### src/rtl/sync_timing_pkg.sv
// Shared definitions for the single-axis sync timing generator.
// Phase codes are exported on the phase port.
package sync_timing_pkg;

  localparam int CW_DEFAULT = 10;

  typedef enum logic [1:0] {
    PH_SYNC   = 2'd0,
    PH_BACK   = 2'd1,
    PH_ACTIVE = 2'd2,
    PH_FRONT  = 2'd3
  } phase_e;

endpackage

### src/rtl/advance_tick.sv
// Turns the raw advance qualifier into a one-clock tick,
// either per clock (level) or per rising edge of advance.
module advance_tick #(
  parameter bit ADV_EDGE = 1'b1
) (
  input  logic clock,
  input  logic reset,
  input  logic advance,
  output logic tick
);

  logic prev_q;

  // Reset to 1 so an advance held high through reset gives no tick.
  always_ff @(posedge clock or negedge reset) begin
    if (!reset) begin
      prev_q <= 1'b1;
    end else begin
      prev_q <= advance;
    end
  end

  assign tick = ADV_EDGE ? (advance & ~prev_q) : advance;

endmodule

### src/rtl/sync_timing_gen.sv
// Single-axis video sync timing generator: SYNC/BACK/ACTIVE/FRONT
// phases with shadowed lengths reloaded at the period boundary.
module sync_timing_gen
  import sync_timing_pkg::*;
#(
  parameter int CW               = CW_DEFAULT,
  parameter bit SYNC_ACTIVE_HIGH = 1'b0,
  parameter bit ADV_EDGE         = 1'b1
) (
  input  logic          clock,
  input  logic          reset,
  input  logic          advance,
  input  logic [CW-1:0] sync_len,
  input  logic [CW-1:0] back_len,
  input  logic [CW-1:0] active_len,
  input  logic [CW-1:0] front_len,
  output logic          sync,
  output logic          active,
  output logic [CW-1:0] position,
  output logic [1:0]    phase,
  output logic          period_end
);

  localparam logic [CW-1:0] ONE = {{(CW-1){1'b0}}, 1'b1};

  function automatic logic [CW-1:0] clamp(input logic [CW-1:0] l);
    return (l == '0) ? ONE : l;
  endfunction

  logic tick;

  advance_tick #(
    .ADV_EDGE(ADV_EDGE)
  ) u_tick (
    .clock  (clock),
    .reset  (reset),
    .advance(advance),
    .tick   (tick)
  );

  phase_e        ph_q, ph_d;
  logic [CW-1:0] cnt_q, cnt_d;
  logic [CW-1:0] sl_q, bl_q, al_q, fl_q;
  logic          load_q;
  logic          pe_q, pe_d;
  logic [CW-1:0] cur_len;
  logic          last;
  logic          wrap;
  logic          reload;

  always_comb begin
    cur_len = sl_q;
    unique case (ph_q)
      PH_SYNC:   cur_len = sl_q;
      PH_BACK:   cur_len = bl_q;
      PH_ACTIVE: cur_len = al_q;
      PH_FRONT:  cur_len = fl_q;
    endcase
  end

  assign last = (cnt_q == (cur_len - ONE));

  always_comb begin
    ph_d  = ph_q;
    cnt_d = cnt_q;
    wrap  = 1'b0;
    if (tick) begin
      if (last) begin
        cnt_d = '0;
        unique case (ph_q)
          PH_SYNC:   ph_d = PH_BACK;
          PH_BACK:   ph_d = PH_ACTIVE;
          PH_ACTIVE: ph_d = PH_FRONT;
          PH_FRONT:  ph_d = PH_SYNC;
        endcase
        wrap = (ph_q == PH_FRONT);
      end else begin
        cnt_d = cnt_q + ONE;
      end
    end
    pe_d   = wrap;
    reload = load_q | wrap;
  end

  // Shadows reload on the wrap edge; the wrap decision used the old ones.
  always_ff @(posedge clock or negedge reset) begin
    if (!reset) begin
      ph_q   <= PH_SYNC;
      cnt_q  <= '0;
      sl_q   <= ONE;
      bl_q   <= ONE;
      al_q   <= ONE;
      fl_q   <= ONE;
      load_q <= 1'b1;
      pe_q   <= 1'b0;
    end else begin
      ph_q   <= ph_d;
      cnt_q  <= cnt_d;
      pe_q   <= pe_d;
      load_q <= 1'b0;
      if (reload) begin
        sl_q <= clamp(sync_len);
        bl_q <= clamp(back_len);
        al_q <= clamp(active_len);
        fl_q <= clamp(front_len);
      end
    end
  end

  assign sync       = (ph_q == PH_SYNC) ? SYNC_ACTIVE_HIGH : ~SYNC_ACTIVE_HIGH;
  assign active     = (ph_q == PH_ACTIVE);
  assign position   = active ? cnt_q : '0;
  assign phase      = ph_q;
  assign period_end = pe_q;

endmodule

### config.mk
export PLATFORM = sky130hd
export DESIGN_NAME = sync_timing_gen
export DESIGN_NICKNAME = d
export VERILOG_FILES = /design/src/rtl/sync_timing_pkg.sv /design/src/rtl/advance_tick.sv /design/src/rtl/sync_timing_gen.sv
export SDC_FILE = /design/constraint.sdc
export NUM_CORES = 1
export LEC_CHECK = 0
export ABC_AREA = 1
export BUFFER_PORTS_ARGS = -buffer_cell sky130_fd_sc_hd__buf_4
export CORE_AREA = 2 2 120 122
export DETAILED_ROUTE_END_ITERATION = 7
export DIE_AREA = 0 0 122 124
export RECOVER_POWER = 25
export SYNTH_ARGS = -nofsm -noshare
export SYNTH_HDL_FRONTEND = slang
export SYNTH_SLANG_ARGS = --single-unit
### constraint.sdc
create_clock -name clock -period 8.1 [get_ports clock]
set_input_delay 0.81 -clock clock [delete_from_list [all_inputs] [get_ports clock]]
set_output_delay 0.81 -clock clock [all_outputs]
set_load 0.03 [all_outputs]
# Word level (Yosys, flattened, before mapping)

Index checks and enable logic that the tools add are counted.

Logic and storage cells: 35
Bits of input ports: 43
Output and inout port bits: 15
Flip-flop bits (word level): 55

Add/subtract/negate cells: 2
Reductions and logical operators: 6
Muxes and demuxes: 11
Eq/ne operators: 4
Bitwise logic cells: 3

Operator list:

| operator              | number |
|---|---|
| $mux 10               | 6 |
| $logic_not 10->1      | 4 |
| $pmux 10 s4           | 1 |
| $add 10x1->10 const B | 1 |
| $eq 10x10->1          | 1 |
| $sub 10x1->10 const B | 1 |
| $pmux 2 s4            | 1 |
| $eq 2x2->1 const B    | 2 |
| $mux 1                | 3 |
| $eq 2x1->1 const B    | 1 |
| $logic_not 2->1       | 1 |
| $reduce_and 2->1      | 1 |
| $and 1x1->1           | 1 |
| $not 1->1             | 1 |
| $or 1x1->1            | 1 |

# Logic depth before layout (Yosys ltp)

Depth in word-level cells: 7
Gate-level depth with buffers: 21
Mapped depth without buffers: 19

# Hierarchy

Synthesis repeated with hierarchy kept, for this count alone.

Cells, all modules: 465
Area, all modules: 3298.2 um^2

By module, submodules not included:

| module          | seq. area each (um^2) | area each (um^2) | cells an instance | instances |
|---|---|---|---|---|
| sync_timing_gen | 1357.6                | 3261.9           | 462               | 1 |
| advance_tick    | 26.3                  | 36.3             | 3                 | 1 |

# Worst setup path after synthesis

Ideal clock, no wire load.

Path type: reg2reg
From: register ph_q[0] (netlist: phase[0])
To: register al_q[1]
Cell stages (with the launch flop): 19
Setup time: 117 ps
Required time: 7983 ps
Slack: 5123 ps
Period minus slack after synthesis: 2977 ps
Buffers on the path: 2
Arrival: 2860 ps
Cell sequence: dfrtp_1 inv_1 ha_1 buf_2 nand2_1 nand4_1 nand2_1 ha_1 xor2_1 nand3_1 nor2_1 nand2_1 nor2_1 nand3_1 nor2_4 nand4_4 buf_2 nand3_1 nand2_1

Longest elaborated chain between the ends: 7
Elaborated cells on any way between the ends: 10
Those cells by class: add/sub: 1; eq/ne: 4; mux: 3; bitwise: 1; reduce/logical: 1

Ends and longest elaborated chain:

| what                     | line                   | source |
|---|---|---|
| start: declaration       | sync_timing_gen.sv:41  | `phase_e ph_q, ph_d;` |
| start signal: assignment | sync_timing_gen.sv:97  | `ph_q <= ph_d;` |
| $eq 2x2->1               | -                      |  |
| named net active         | sync_timing_gen.sv:18  | `output logic active,` |
| $pmux 10 s4              | sync_timing_gen.sv:53  | `unique case (ph_q)` |
| $sub 10x1->10            | sync_timing_gen.sv:61  | `assign last = (cnt_q == (cur_len - ONE));` |
| $eq 10x10->1             | sync_timing_gen.sv:61  |  |
| $mux 1                   | sync_timing_gen.sv:68  | `if (last) begin` |
| $mux 1                   | sync_timing_gen.sv:67  | `if (tick) begin` |
| $or 1x1->1               | sync_timing_gen.sv:82  | `reload = load_q \| wrap;` |
| end signal: assignment   | sync_timing_gen.sv:104 | `al_q <= clamp(active_len);` |
| end: declaration         | sync_timing_gen.sv:43  | `logic [CW-1:0] sl_q, bl_q, al_q, fl_q;` |

The timed path passes the listed nets, and every way through them passes these cells.
A chain may end at the register's enable or synchronous reset.

# Worst setup path after layout

From: register ph_q[0] (netlist: phase[0])
To: register fl_q[6]

Longest elaborated chain between the ends: 7
Elaborated cells on any way between the ends: 10
Those cells by class: add/sub: 1; eq/ne: 4; mux: 3; bitwise: 1; reduce/logical: 1

Ends and longest elaborated chain:

| what                                     | line                                         | source |
|---|---|---|
| $eq 2x2->1, or another cell as far along | sync_timing_gen.sv:53, sync_timing_gen.sv:76 |  |
| $pmux 10 s4                              | sync_timing_gen.sv:53                        |  |
| $sub 10x1->10                            | sync_timing_gen.sv:61                        |  |
| $eq 10x10->1                             | sync_timing_gen.sv:61                        |  |
| $mux 1 *                                 | sync_timing_gen.sv:68                        |  |
| $mux 1 *                                 | sync_timing_gen.sv:67                        |  |
| $or 1x1->1 *                             | sync_timing_gen.sv:82                        |  |
| end signal: assignment                   | sync_timing_gen.sv:105                       | `fl_q <= clamp(front_len);` |
| end: declaration                         | sync_timing_gen.sv:43                        |  |

Mark *: on every way between the ends. The rest lies on a longest branch, timed or not.

==> run metrics <==
clock network power share=0.279; Max Slew Vio Count=56; total die area=0.0151 sq mm; crit path max fanout=42; CTS tree=yes; CTS buffer count=5; Post-synth EDFFs=0; Placed Area=0.00393 sq mm; Rel. slew slack=-0.970; Synth Warn #=0; area share of the leading cell type in the synthesized netlist=0.361; Final Critical Period=4.04 ns; die width=~120 um; core area=between 0.01 and 0.015 sq mm; NetSw=0.000343 W; Post-Route WL=roughly 8.5 mm; Tcrit/Tclk final=0.499; fillers=between 1500 and 2000; pwr/cell area=roughly 230 mW/mm^2; global-route wire length before repair=14.6 mm; Ant. Diodes=0; Initial DRT Pass Iterations=4; register area share after synthesis=0.407; row count=43; Least-Margin Pin Slew=slightly below 3 ns; Routed WL per cell=12.2 um; Max Buffers Root-to-Sink=2; nets=around 570; DR vias/cell=~4.3; Fmax=between 0.2 and 0.25 GHz; cts hold-fix bufs=0; Setup Total Neg Slack=0 ns; prevailing post-synth register cell=dfrtp_1; critical path data arrival time=around 4.3 ns; synth top area cells=dfrtp_1 (36%), nand2_1 (21%), nand3_1 (10%), inv_1 (5.6%), dfstp_2 (4.6%); max-cap viol count=1; Critical Path End Type=flip-flop; placer congestion estimate=slightly above 0.8; Final Instance Area=~0.0041 sq mm; buffers added on ports=57; TritonCTS Sinks=55; Post-Syn Instances=roughly 480; Synth Register Bits=between 50 and 60; status=complete, but fails checks; ratio of cells with drive above 1 in the final layout=0.197; failing checks=max-capacitance violations, max-slew violations; area leader, netlist=dfrtp_1; drc violations=0; Final Hold Fails=0; Critical Path RT=around 8.3 ns; Setup CP Type=reg -> reg; overall routing resource usage=0.123; Top cell by count, worst path=nand2_1; CP cell instances=inv_1 -> ha_1 -> nand2_1 -> nand2_1 -> o21ai_2 -> ha_1 -> xor2_1 -> nand3_1 -> nor2_1 -> nand2_1 -> nor2_1 -> nand3_1 -> nor2_4 -> nand4_4 -> nand2_4 -> nand2_1 -> nand2_1; CTS resizes=0; initial antenna violation count=0; Logic pwr share=0.336; Slowest-stage cell, CP=ha_1; Hold Crit Class=reg -> reg; # setup viols final=0; GRT Residual Overflow=0; mean post-synth cell area=between 7 and 8 sq um; # H-tree levels=2; clock skew=between 0.01 and 0.015 ns; # IOs=58; largest net degree at the start of global routing=56; root buffer cell=clkbuf_16; Layout area overhead=20.7%; setup bufs post-CTS=0; drt initial violations=~140; starting density of the core=0.248; Internal=around 0.00058 W; Clock transition at path regs=roughly 0.08 ns; total number of vias=3016; LEAKAGE=~2.3 nW; vias in the first global route=2920; Synth Cell Area=0.00340 sq mm; ANT nets after route=0; Sw Share=0.370; largest stage delay on the critical path=~0.7 ns; chip height=~120 um; ys async rst share=1.00; RSZ-0062 raised after global routing=no; Final Util=0.299; VDD IR max=0.105 mV; Seq pwr share=0.385; startpoint types=flip-flop; Clk Latency, worst-skew pair=roughly 0.30 ns; Synthesized Nets=between 500 and 600; Yosys cell types=34; DP HPWL=~6.4 mm
[state kept, by name (all words and copies together) (netlist names)]
name,cells
sl_q,10
bl_q,10
phase,2
cnt_q,10
period_end,1
load_q,1
fl_q,10
al_q,10
u_tick.prev_q,1
[synth_stat cells, types with 4 or more instances]
| cell type | number |
|---|---|
| a31o_2 | 4 |
| nor4_1 | 9 |
| a21oi_1 | 5 |
| buf_1 | 5 |
| inv_1 | 51 |
| ha_1 | 7 |
| nor2_1 | 15 |
| dfstp_2 | 6 |
| buf_6 | 6 |
| or2_2 | 4 |
| nor2_4 | 4 |
| nand3b_1 | 5 |
| inv_2 | 4 |
| or2_1 | 4 |
| nand3_1 | 71 |
| nand2_1 | 193 |
| dfrtp_1 | 49 |
| buf_2 | 7 |
[through the flow]
step / worst slack (ns) / total power, W / hold slack, ns / cells
6_report: 4.06 / 0.000928 / 0.490 / 702
5_1_grt: 3.62 / 0.00100 / 0.507 / 702
4_1_cts: 4.07 / 0.000936 / 0.493 / 702
3_5_place_dp: 4.08 / 0.000676 / 0.480 / 694
3_3_place_gp: 4.17 / 0.000674 / 0.481 / 694
2_1_floorplan: 5.12 / 0.000593 / 0.461 / 475
[final timing paths]
| check | startpoint | to | slack (ns) | cells after the start |
|---|---|---|---|---|
| min in group asynchronous | reset | cnt_q[1] | 1.47 | 1 |
| hold / removal | fl_q[0] | fl_q[0] | 0.49 | 2 |
| max in group asynchronous | reset | cnt_q[9] | 4.96 | 1 |
| setup reg to reg | phase[0] | fl_q[6] | 4.06 | 17 |
| hold reg to reg | fl_q[0] | fl_q[0] | 0.49 | 2 |
| setup / recovery | phase[0] | fl_q[6] | 4.06 | 17 |
[metal layers]
metal	up-vias	wire [um]	global-route usage	part of all wire
li1	1583	-	-	-
met1	1367	4320	0.176	0.51
met2	60	3810	0.192	0.45
met3	6	356	0.0220	0.042
met4	0	65	0.0266	0.0076
met5	-	0	0	0
[kinds of logic after synthesis]
group,after synthesis,synth area share
buffers and inverters,75,0.100
flip-flops,55,0.407
adder cells (fa/ha/maj),7,0.0258
XOR/XNOR,2,0.00515
other,1,0.00110
AND/OR/NAND/NOR,318,0.422
AO/OA/AOI/OAI,17,0.0383
[power groups by stage]
stage	sequential, W	combinational, W	clock, W
after floorplan	0.000351	0.000242	0
after global placement	0.000362	0.000312	0
after detailed placement	0.000363	0.000313	0
after CTS	0.000358	0.000314	0.000264
after global routing	0.000366	0.000360	0.000275
final	0.000357	0.000311	0.000259
[worst max-delay path, delay by kind of cell, from the launching register on]
family	cells	cell delay, ns
compound gates	1	0.08
simple gates	12	2.13
buf+inv	1	0.14
fa+ha+maj	2	1.01
flops	1	0.42
xor+xnor	1	0.16
[layout by cell type (no fill, tap or decap), types with 2 or more instances in the layout]
cell and instances:
nand2_1 193, nand3_1 71, buf_4 56, inv_1 51, dfrtp_1 49, nor2_1 15
nor4_1 9, ha_1 7, dfstp_2 6, a21oi_1 5, nand3b_1 5, clkbuf_16 5
or2_1 4, nor2_4 4, inv_2 4, or2_2 4, a31o_2 4, nand2_2 3
nor2_2 3, o21ai_0 3, nand4_1 2, nand3_2 2, o22ai_2 2, xor2_1 2
[cell type report]
class | count | area, sq um | share of cell area
timing repair buffer | 58 | 432 | 0.105
clock inverter | 3 | 50.0 | 0.0122
sequential | 55 | 1380 | 0.337
inverter | 56 | 213 | 0.0518
clock buffer | 5 | 125 | 0.0305
tap | 180 | 225 | 0.0549
multi-input combinational | 345 | 1680 | 0.408
(Power assumes the default switching activity.)
